$ cat src/rtl/crc_pkg.sv
// Shared definitions for the CRC frame serializer: FSM states, error codes
// and default parameter values.
package crc_pkg;

   localparam int DEF_DATA_WIDTH = 8;
   localparam int DEF_CRC_WIDTH  = 8;
   localparam int DEF_MAX_WORDS  = 16;
   localparam int DEF_TIMEOUT    = 4;

   typedef enum logic [1:0] {
      IDLE     = 2'd0,
      SHIFT    = 2'd1,
      WAIT_CRC = 2'd2,
      CAPTURE  = 2'd3
   } state_t;

   localparam logic [1:0] UNDERRUN = 2'b01;
   localparam logic [1:0] LEN_OVF  = 2'b10;
   localparam logic [1:0] CRC_TMO  = 2'b11;

endpackage

$ cat src/rtl/crc_bit_collector.sv
// Serial-to-parallel collector for the CRC bits returned by the engine.
// Bits enter at the MSB and shift right, so the first bit lands in bit 0.
// done flags the edge on which the final bit arrives. dropout flags that
// Valid fell while a capture was in progress.
module crc_bit_collector
   import crc_pkg::*;
#(
   parameter int CRC_WIDTH = DEF_CRC_WIDTH
)(
   input  logic                 CLK,
   input  logic                 RST,
   input  logic                 clear,
   input  logic                 shift_en,
   input  logic                 armed,
   input  logic                 bit_in,
   output logic [CRC_WIDTH-1:0] cap_next,
   output logic                 done,
   output logic                 dropout
);

   localparam int CNT_W = $clog2(CRC_WIDTH + 1);
   localparam logic [CNT_W-1:0] CNT_LAST = CNT_W'(CRC_WIDTH - 1);
   localparam logic [CNT_W-1:0] CNT_MAX  = CNT_W'(CRC_WIDTH);

   logic [CRC_WIDTH-1:0] cap_q, cap_d;
   logic [CNT_W-1:0]     cnt_q, cnt_d;

   // Next capture value and count, with the count saturating at CRC_WIDTH
   always_comb begin
      cap_next = {bit_in, cap_q[CRC_WIDTH-1:1]};
      done     = shift_en && (cnt_q == CNT_LAST);
      dropout  = armed && !shift_en;
      cap_d    = cap_q;
      cnt_d    = cnt_q;
      if (clear) begin
         cap_d = '0;
         cnt_d = '0;
      end else if (shift_en) begin
         cap_d = cap_next;
         if (cnt_q != CNT_MAX) begin
            cnt_d = cnt_q + 1'b1;
         end
      end
   end

   // Capture registers with synchronous active-low reset
   always_ff @(posedge CLK) begin
      if (!RST) begin
         cap_q <= '0;
         cnt_q <= '0;
      end else begin
         cap_q <= cap_d;
         cnt_q <= cnt_d;
      end
   end

endmodule

$ cat src/rtl/crc_frame_serializer.sv
// Feeder/collector for a serial CRC-8 engine. Accepts parallel words over
// valid/ready, sends them LSB-first on SER_DATA framed by ACTIVE, then
// gathers the engine's serial CRC into CRC_OUT. Status comes out as
// one-cycle CRC_DONE and ERR pulses.
module crc_frame_serializer
   import crc_pkg::*;
#(
   parameter int DATA_WIDTH = DEF_DATA_WIDTH,
   parameter int CRC_WIDTH  = DEF_CRC_WIDTH,
   parameter int MAX_WORDS  = DEF_MAX_WORDS,
   parameter int TIMEOUT    = DEF_TIMEOUT
)(
   input  logic                  CLK,
   input  logic                  RST,
   input  logic [DATA_WIDTH-1:0] P_DATA,
   input  logic                  P_VALID,
   input  logic                  P_LAST,
   output logic                  P_READY,
   output logic                  SER_DATA,
   output logic                  ACTIVE,
   input  logic                  CRC_IN,
   input  logic                  CRC_VLD,
   output logic [CRC_WIDTH-1:0]  CRC_OUT,
   output logic                  CRC_DONE,
   output logic                  ERR,
   output logic [1:0]            ERR_CODE
);

   localparam int BCW = $clog2(DATA_WIDTH);
   localparam int WCW = $clog2(MAX_WORDS + 1);
   localparam int TCW = $clog2(TIMEOUT + 1);
   localparam logic [BCW-1:0] BIT_LAST = BCW'(DATA_WIDTH - 1);
   localparam logic [WCW-1:0] WORD_MAX = WCW'(MAX_WORDS);
   localparam logic [TCW-1:0] TMO_LAST = TCW'(TIMEOUT - 1);

   state_t                state_q, state_d;
   logic [DATA_WIDTH-1:0] shift_q, shift_d;
   logic [BCW-1:0]        bit_cnt_q, bit_cnt_d;
   logic [WCW-1:0]        word_cnt_q, word_cnt_d;
   logic [TCW-1:0]        tmo_cnt_q, tmo_cnt_d;
   logic                  last_q, last_d;
   logic                  ser_q, ser_d;
   logic                  active_q, active_d;
   logic [CRC_WIDTH-1:0]  crc_out_q, crc_out_d;
   logic                  crc_done_q, crc_done_d;
   logic                  err_q, err_d;
   logic [1:0]            err_code_q, err_code_d;

   logic                  col_shift;
   logic [CRC_WIDTH-1:0]  col_cap_next;
   logic                  col_done;
   logic                  col_dropout;

   // Ready is the only combinational output: open in IDLE and on the final
   // bit of a non-last word, unless the frame has hit its word limit
   assign P_READY = (state_q == IDLE) ||
                    ((state_q == SHIFT) && (bit_cnt_q == BIT_LAST) &&
                     !last_q && (word_cnt_q != WORD_MAX));

   assign col_shift = CRC_VLD && ((state_q == WAIT_CRC) || (state_q == CAPTURE));

   crc_bit_collector #(
      .CRC_WIDTH (CRC_WIDTH)
   ) u_collector (
      .CLK      (CLK),
      .RST      (RST),
      .clear    (state_q == IDLE),
      .shift_en (col_shift),
      .armed    (state_q == CAPTURE),
      .bit_in   (CRC_IN),
      .cap_next (col_cap_next),
      .done     (col_done),
      .dropout  (col_dropout)
   );

   // Next-state and next-output decode for the frame FSM
   always_comb begin
      state_d    = state_q;
      shift_d    = shift_q;
      bit_cnt_d  = bit_cnt_q;
      word_cnt_d = word_cnt_q;
      tmo_cnt_d  = tmo_cnt_q;
      last_d     = last_q;
      ser_d      = ser_q;
      active_d   = active_q;
      crc_out_d  = crc_out_q;
      crc_done_d = 1'b0;
      err_d      = 1'b0;
      err_code_d = err_code_q;

      unique case (state_q)
         IDLE: begin
            tmo_cnt_d = '0;
            if (P_VALID) begin
               shift_d    = P_DATA;
               ser_d      = P_DATA[0];
               active_d   = 1'b1;
               last_d     = P_LAST;
               word_cnt_d = WCW'(1);
               bit_cnt_d  = '0;
               state_d    = SHIFT;
            end
         end

         SHIFT: begin
            if (bit_cnt_q != BIT_LAST) begin
               shift_d   = shift_q >> 1;
               ser_d     = shift_d[0];
               bit_cnt_d = bit_cnt_q + 1'b1;
            end else if (!last_q && (word_cnt_q != WORD_MAX) && P_VALID) begin
               shift_d   = P_DATA;
               ser_d     = P_DATA[0];
               last_d    = P_LAST;
               bit_cnt_d = '0;
               if (word_cnt_q != WORD_MAX) begin
                  word_cnt_d = word_cnt_q + 1'b1;
               end
            end else begin
               active_d  = 1'b0;
               ser_d     = 1'b0;
               tmo_cnt_d = '0;
               state_d   = WAIT_CRC;
               if (!last_q) begin
                  err_d      = 1'b1;
                  err_code_d = (word_cnt_q == WORD_MAX) ? LEN_OVF : UNDERRUN;
               end
            end
         end

         WAIT_CRC: begin
            if (CRC_VLD) begin
               if (col_done) begin
                  crc_out_d  = col_cap_next;
                  crc_done_d = 1'b1;
                  state_d    = IDLE;
               end else begin
                  state_d = CAPTURE;
               end
            end else if (tmo_cnt_q == TMO_LAST) begin
               err_d      = 1'b1;
               err_code_d = CRC_TMO;
               state_d    = IDLE;
            end else begin
               tmo_cnt_d = tmo_cnt_q + 1'b1;
            end
         end

         CAPTURE: begin
            if (col_done) begin
               crc_out_d  = col_cap_next;
               crc_done_d = 1'b1;
               state_d    = IDLE;
            end else if (col_dropout) begin
               err_d      = 1'b1;
               err_code_d = CRC_TMO;
               state_d    = IDLE;
            end
         end

         default: state_d = IDLE;
      endcase
   end

   // Frame FSM registers, all outputs registered, synchronous active-low reset
   always_ff @(posedge CLK) begin
      if (!RST) begin
         state_q    <= IDLE;
         shift_q    <= '0;
         bit_cnt_q  <= '0;
         word_cnt_q <= '0;
         tmo_cnt_q  <= '0;
         last_q     <= 1'b0;
         ser_q      <= 1'b0;
         active_q   <= 1'b0;
         crc_out_q  <= '0;
         crc_done_q <= 1'b0;
         err_q      <= 1'b0;
         err_code_q <= '0;
      end else begin
         state_q    <= state_d;
         shift_q    <= shift_d;
         bit_cnt_q  <= bit_cnt_d;
         word_cnt_q <= word_cnt_d;
         tmo_cnt_q  <= tmo_cnt_d;
         last_q     <= last_d;
         ser_q      <= ser_d;
         active_q   <= active_d;
         crc_out_q  <= crc_out_d;
         crc_done_q <= crc_done_d;
         err_q      <= err_d;
         err_code_q <= err_code_d;
      end
   end

   assign SER_DATA = ser_q;
   assign ACTIVE   = active_q;
   assign CRC_OUT  = crc_out_q;
   assign CRC_DONE = crc_done_q;
   assign ERR      = err_q;
   assign ERR_CODE = err_code_q;

endmodule
$ cat config.mk
export PLATFORM = sky130hd
export DESIGN_NAME = crc_frame_serializer
export DESIGN_NICKNAME = d
export VERILOG_FILES = /design/src/rtl/crc_pkg.sv /design/src/rtl/crc_bit_collector.sv /design/src/rtl/crc_frame_serializer.sv
export SDC_FILE = /design/constraint.sdc
export NUM_CORES = 1
export LEC_CHECK = 0
export BUFFER_PORTS_ARGS = -buffer_cell sky130_fd_sc_hd__buf_2
export CORE_MARGIN = 1
export CORE_UTILIZATION = 47
export CTS_BUF_LIST = sky130_fd_sc_hd__clkbuf_8
export DETAILED_ROUTE_END_ITERATION = 7
export HOLD_SLACK_MARGIN = 0.02
export PLACE_DENSITY = 0.79
export SLEW_MARGIN = 20
export SYNTH_ARGS = -nofsm -noshare
export SYNTH_HDL_FRONTEND = slang
export SYNTH_SLANG_ARGS = --single-unit
$ cat constraint.sdc
create_clock -name CLK -period 1.6 [get_ports CLK]
set_input_delay 0.08 -clock CLK [delete_from_list [all_inputs] [get_ports CLK]]
set_output_delay 0.08 -clock CLK [all_outputs]
set_load 0.03 [all_outputs]
==> results.md <==
- Pin count of the biggest net entering global routing: 15
- Synth Warn #: 0
- Combinational Power Share: 13.2%
- Detailed-placement wirelength estimate: 3120 microns
- Vias per Instance: 5.42
- Synth Area per Inst: 9.27 sq um
- Hold Path Depth: 3
- Pre-CTS setup slack: -0.0658 ns
- Worst setup margin: -0.155 ns
- Critical Path End Type: flop
- Ys async rst share: 0%
- VDD IR-drop max: 625 uV
- First-pass GRT wire length: 8200 microns
- Setup_tns: -0.906 ns
- Area Growth Syn to Fin: 39.3%
- R2R depth: 8
- Failing checks: setup timing
- Slew Limit Fails: 0
- Setup crit start kind: flop
- Final hold violations: 0
- Commonest non-fill, non-tap cell in the layout: dfxtp_1
- Die Span X: 69.1 microns
- Status: finished, violations left
- Commonest non-fill, non-tap cells in the layout: dfxtp_1 (40), buf_4 (28), buf_2 (27)
- Post-synth cell types: 49
- Core Area: 0.00432 sq mm
- Clock skew: 0.0106 ns
- Total wire length: 4990 microns
- Seq/Total Area, Yosys: 43.6%
- Rel. slew slack: 74.1%
- Antenna-violating nets left: 0
- ANT cells: 0
- Final period utilization: 110%
- CTS tree: yes
- Fin nets: 311
- # DRC: 0
- Vias: 1852
- WP data arrival: 1.97 ns
- Clk root buf: clkbuf_8
- Vias in the first global route: 1771
- Gp weighted congestion: 0.792
- Yosys reg bits: 46
- Crit Path Class: reg -> reg
- All-Layer GR Usage: 21.1%
- Maximum fanout along the worst path: 6
- Cell area power density: 807 mW/mm^2
- Clock latency on the worst-skew pair: 0.30 ns
- Initial Utilization: 48.9%
- Fill count: 329
- Minimum clock period after layout: 1.75 ns
- RSZ-0062 raised after global routing: true
- Syn nets: 250
- Worst-Margin Slew: 0.384 ns
- Clock Tree Buf Depth: 2
- Top_reg_cell synth: dfxtp_1
- Die ar.: 0.00477 sq mm
- DIE HEIGHT: 69.1 microns
- Max Cap Viol: 0
- FMAX: 570 MHz
- Io pins: 29
- Register share of total power: 50.5%
- Total CTS buffers: 5
- Placed inst area: 0.00248 sq mm
- Per-cell routed wire length: 14.6 microns
- Initial DRC Count: 84
- Worst hold-check path type: in -> reg
- Initial antenna violation count: 0
- Worst Path Required: 1.81 ns
- Switching share of total power: 24.4%
- Clock sink count: 46
- Worst-path clk slew: 0.09 ns
- Post-Syn Area: 0.00211 sq mm
- Sw power: 0.581 mW
- Internal Power: 1.80 mW
- Layout cell share with drive strength beyond 1: 43.1%
- IO Port Bufs: 28
- Clock power frac: 36.3%
- Grt ovf: 0
- Leakage: 1.16 nW
- Final Setup Violations: 13
- Final Instance Area: 0.00295 sq mm
- Rows: 24
- EDFF count, synth: 0
- Cells after Synth: 228
- Final core utilization: 68.1%
- Pre-Repair DR Iteration Count: 4
- Tot Pwr: 2.38 mW
- H-tree levels: 2
## per-stage QoR
stage	instances	hold slack, ns
after floorplan	228	0.216
after global placement	322	0.315
after detailed placement	322	0.329
after CTS	338	0.0203
after global routing	342	0.0320
final	342	0.0208
## metal layers
metal / wire [microns] / GRT usage [%] / part of all wire, % / vias up
li1: - / - / - / 923
met1: 2190 / 26.5 / 44 / 894
met2: 2590 / 35.6 / 52 / 27
met3: 119 / 4.39 / 2.4 / 8
met4: 88 / 7.48 / 1.8 / 0
met5: 0 / 0 / 0 / -
## critical path: stages (launching register included)
cell and delay [ns]:
dfxtp_4 0.36, ha_4 0.16, ha_4 0.17, and2_4 0.16
o32ai_4 0.26, buf_6 0.17, buf_12 0.11, nor2_1 0.06
a211oi_2 0.23
## power by group through the flow
stage	Sequential (mW)	Combinational [mW]	Clock [mW]
6_report	1.20	0.314	0.863
3_5_place_dp	1.22	0.216	0
2_1_floorplan	1.22	0.130	0
4_1_cts	1.20	0.273	0.874
5_1_grt	1.20	0.337	0.924
3_3_place_gp	1.22	0.212	0
## repair_timing
action | 4_1_cts | 5_1_grt
hold endpoints to repair | 1 | 0
gates resized for setup | 30 | 21
cloned | 2 | 1
hold buffers | 1 | 0
setup endpoints to repair | 16 | 21
buffers inserted | 5 | 3
pin swaps | 8 | 8
## path summary, 6_finish.rpt
| path | from | end | slack, ns |
|---|---|---|---|
| worst max-delay path | bit_cnt_q[1]$_SDFFE_PN0P_ | shift_q[2]$_SDFFE_PN0P_ | -0.15 |
| worst min-delay path | CRC_IN | u_collector.cap_q[7]$_SDFFE_PP0P_ | 0.02 |
| worst max register to register | bit_cnt_q[1]$_SDFFE_PN0P_ | shift_q[2]$_SDFFE_PN0P_ | -0.15 |
| worst min register to register | u_collector.cap_q[1]$_SDFFE_PP0P_ | u_collector.cap_q[1]$_SDFFE_PP0P_ | 0.47 |
## cells in the mapped netlist, drive strengths merged, types with 3 or more instances
cell	number	share of area, %
dfxtp	46	44
nor2	29	5.3
nand2	22	4.0
mux2i	17	8.0
a21oi	16	4.3
a211oi	9	3.2
ha	8	4.7
inv	8	1.4
nand2b	6	1.8
buf	5	1.6
clkbuf	5	0.95
nand3	5	1.2
o21ai	5	1.2
and2	4	1.2
nand3b	4	1.6
nor3	4	0.95
o21a	3	1.1
o32ai	3	2.1
xnor2	3	1.2
## cell type report
type / instances / area [sq um] / share of cell area, %
Clock buffer: 5 / 68.8 / 2.34
Clock inverter: 3 / 41.3 / 1.40
Inverter: 9 / 33.8 / 1.15
Multi-Input combinational cell: 163 / 1310 / 44.3
Sequential cell: 46 / 931 / 31.6
Tap cell: 52 / 65.1 / 2.21
Timing Repair Buffer: 64 / 500 / 17.0
## registers in the layout, indices dropped and copies added, names as in the netlist
signal / cells
tmo_cnt_q: 3
CRC_DONE: 1
bit_cnt_q: 3
u_collector.cnt_q: 4
ERR_CODE: 2
CRC_OUT: 8
last_q: 1
state_q: 2
shift_q: 7
word_cnt_q: 5
SER_DATA: 1
ACTIVE: 1
ERR: 1
u_collector.cap_q: 7
## cells by family (layout without fill, tap and decap cells)
kind of cell / after synthesis / after routing / share of synthesized area [%]
adder cells (fa/ha/maj): 8 / 8 / 4.73
XOR/XNOR: 5 / 5 / 2.07
multiplexers: 17 / 17 / 8.05
AO/OA/AOI/OAI: 47 / 47 / 16.7
flip-flops: 46 / 46 / 43.6
buffers and inverters: 19 / 81 / 4.14
AND/OR/NAND/NOR: 86 / 86 / 20.7
Power figures use the tool's default switching activity.
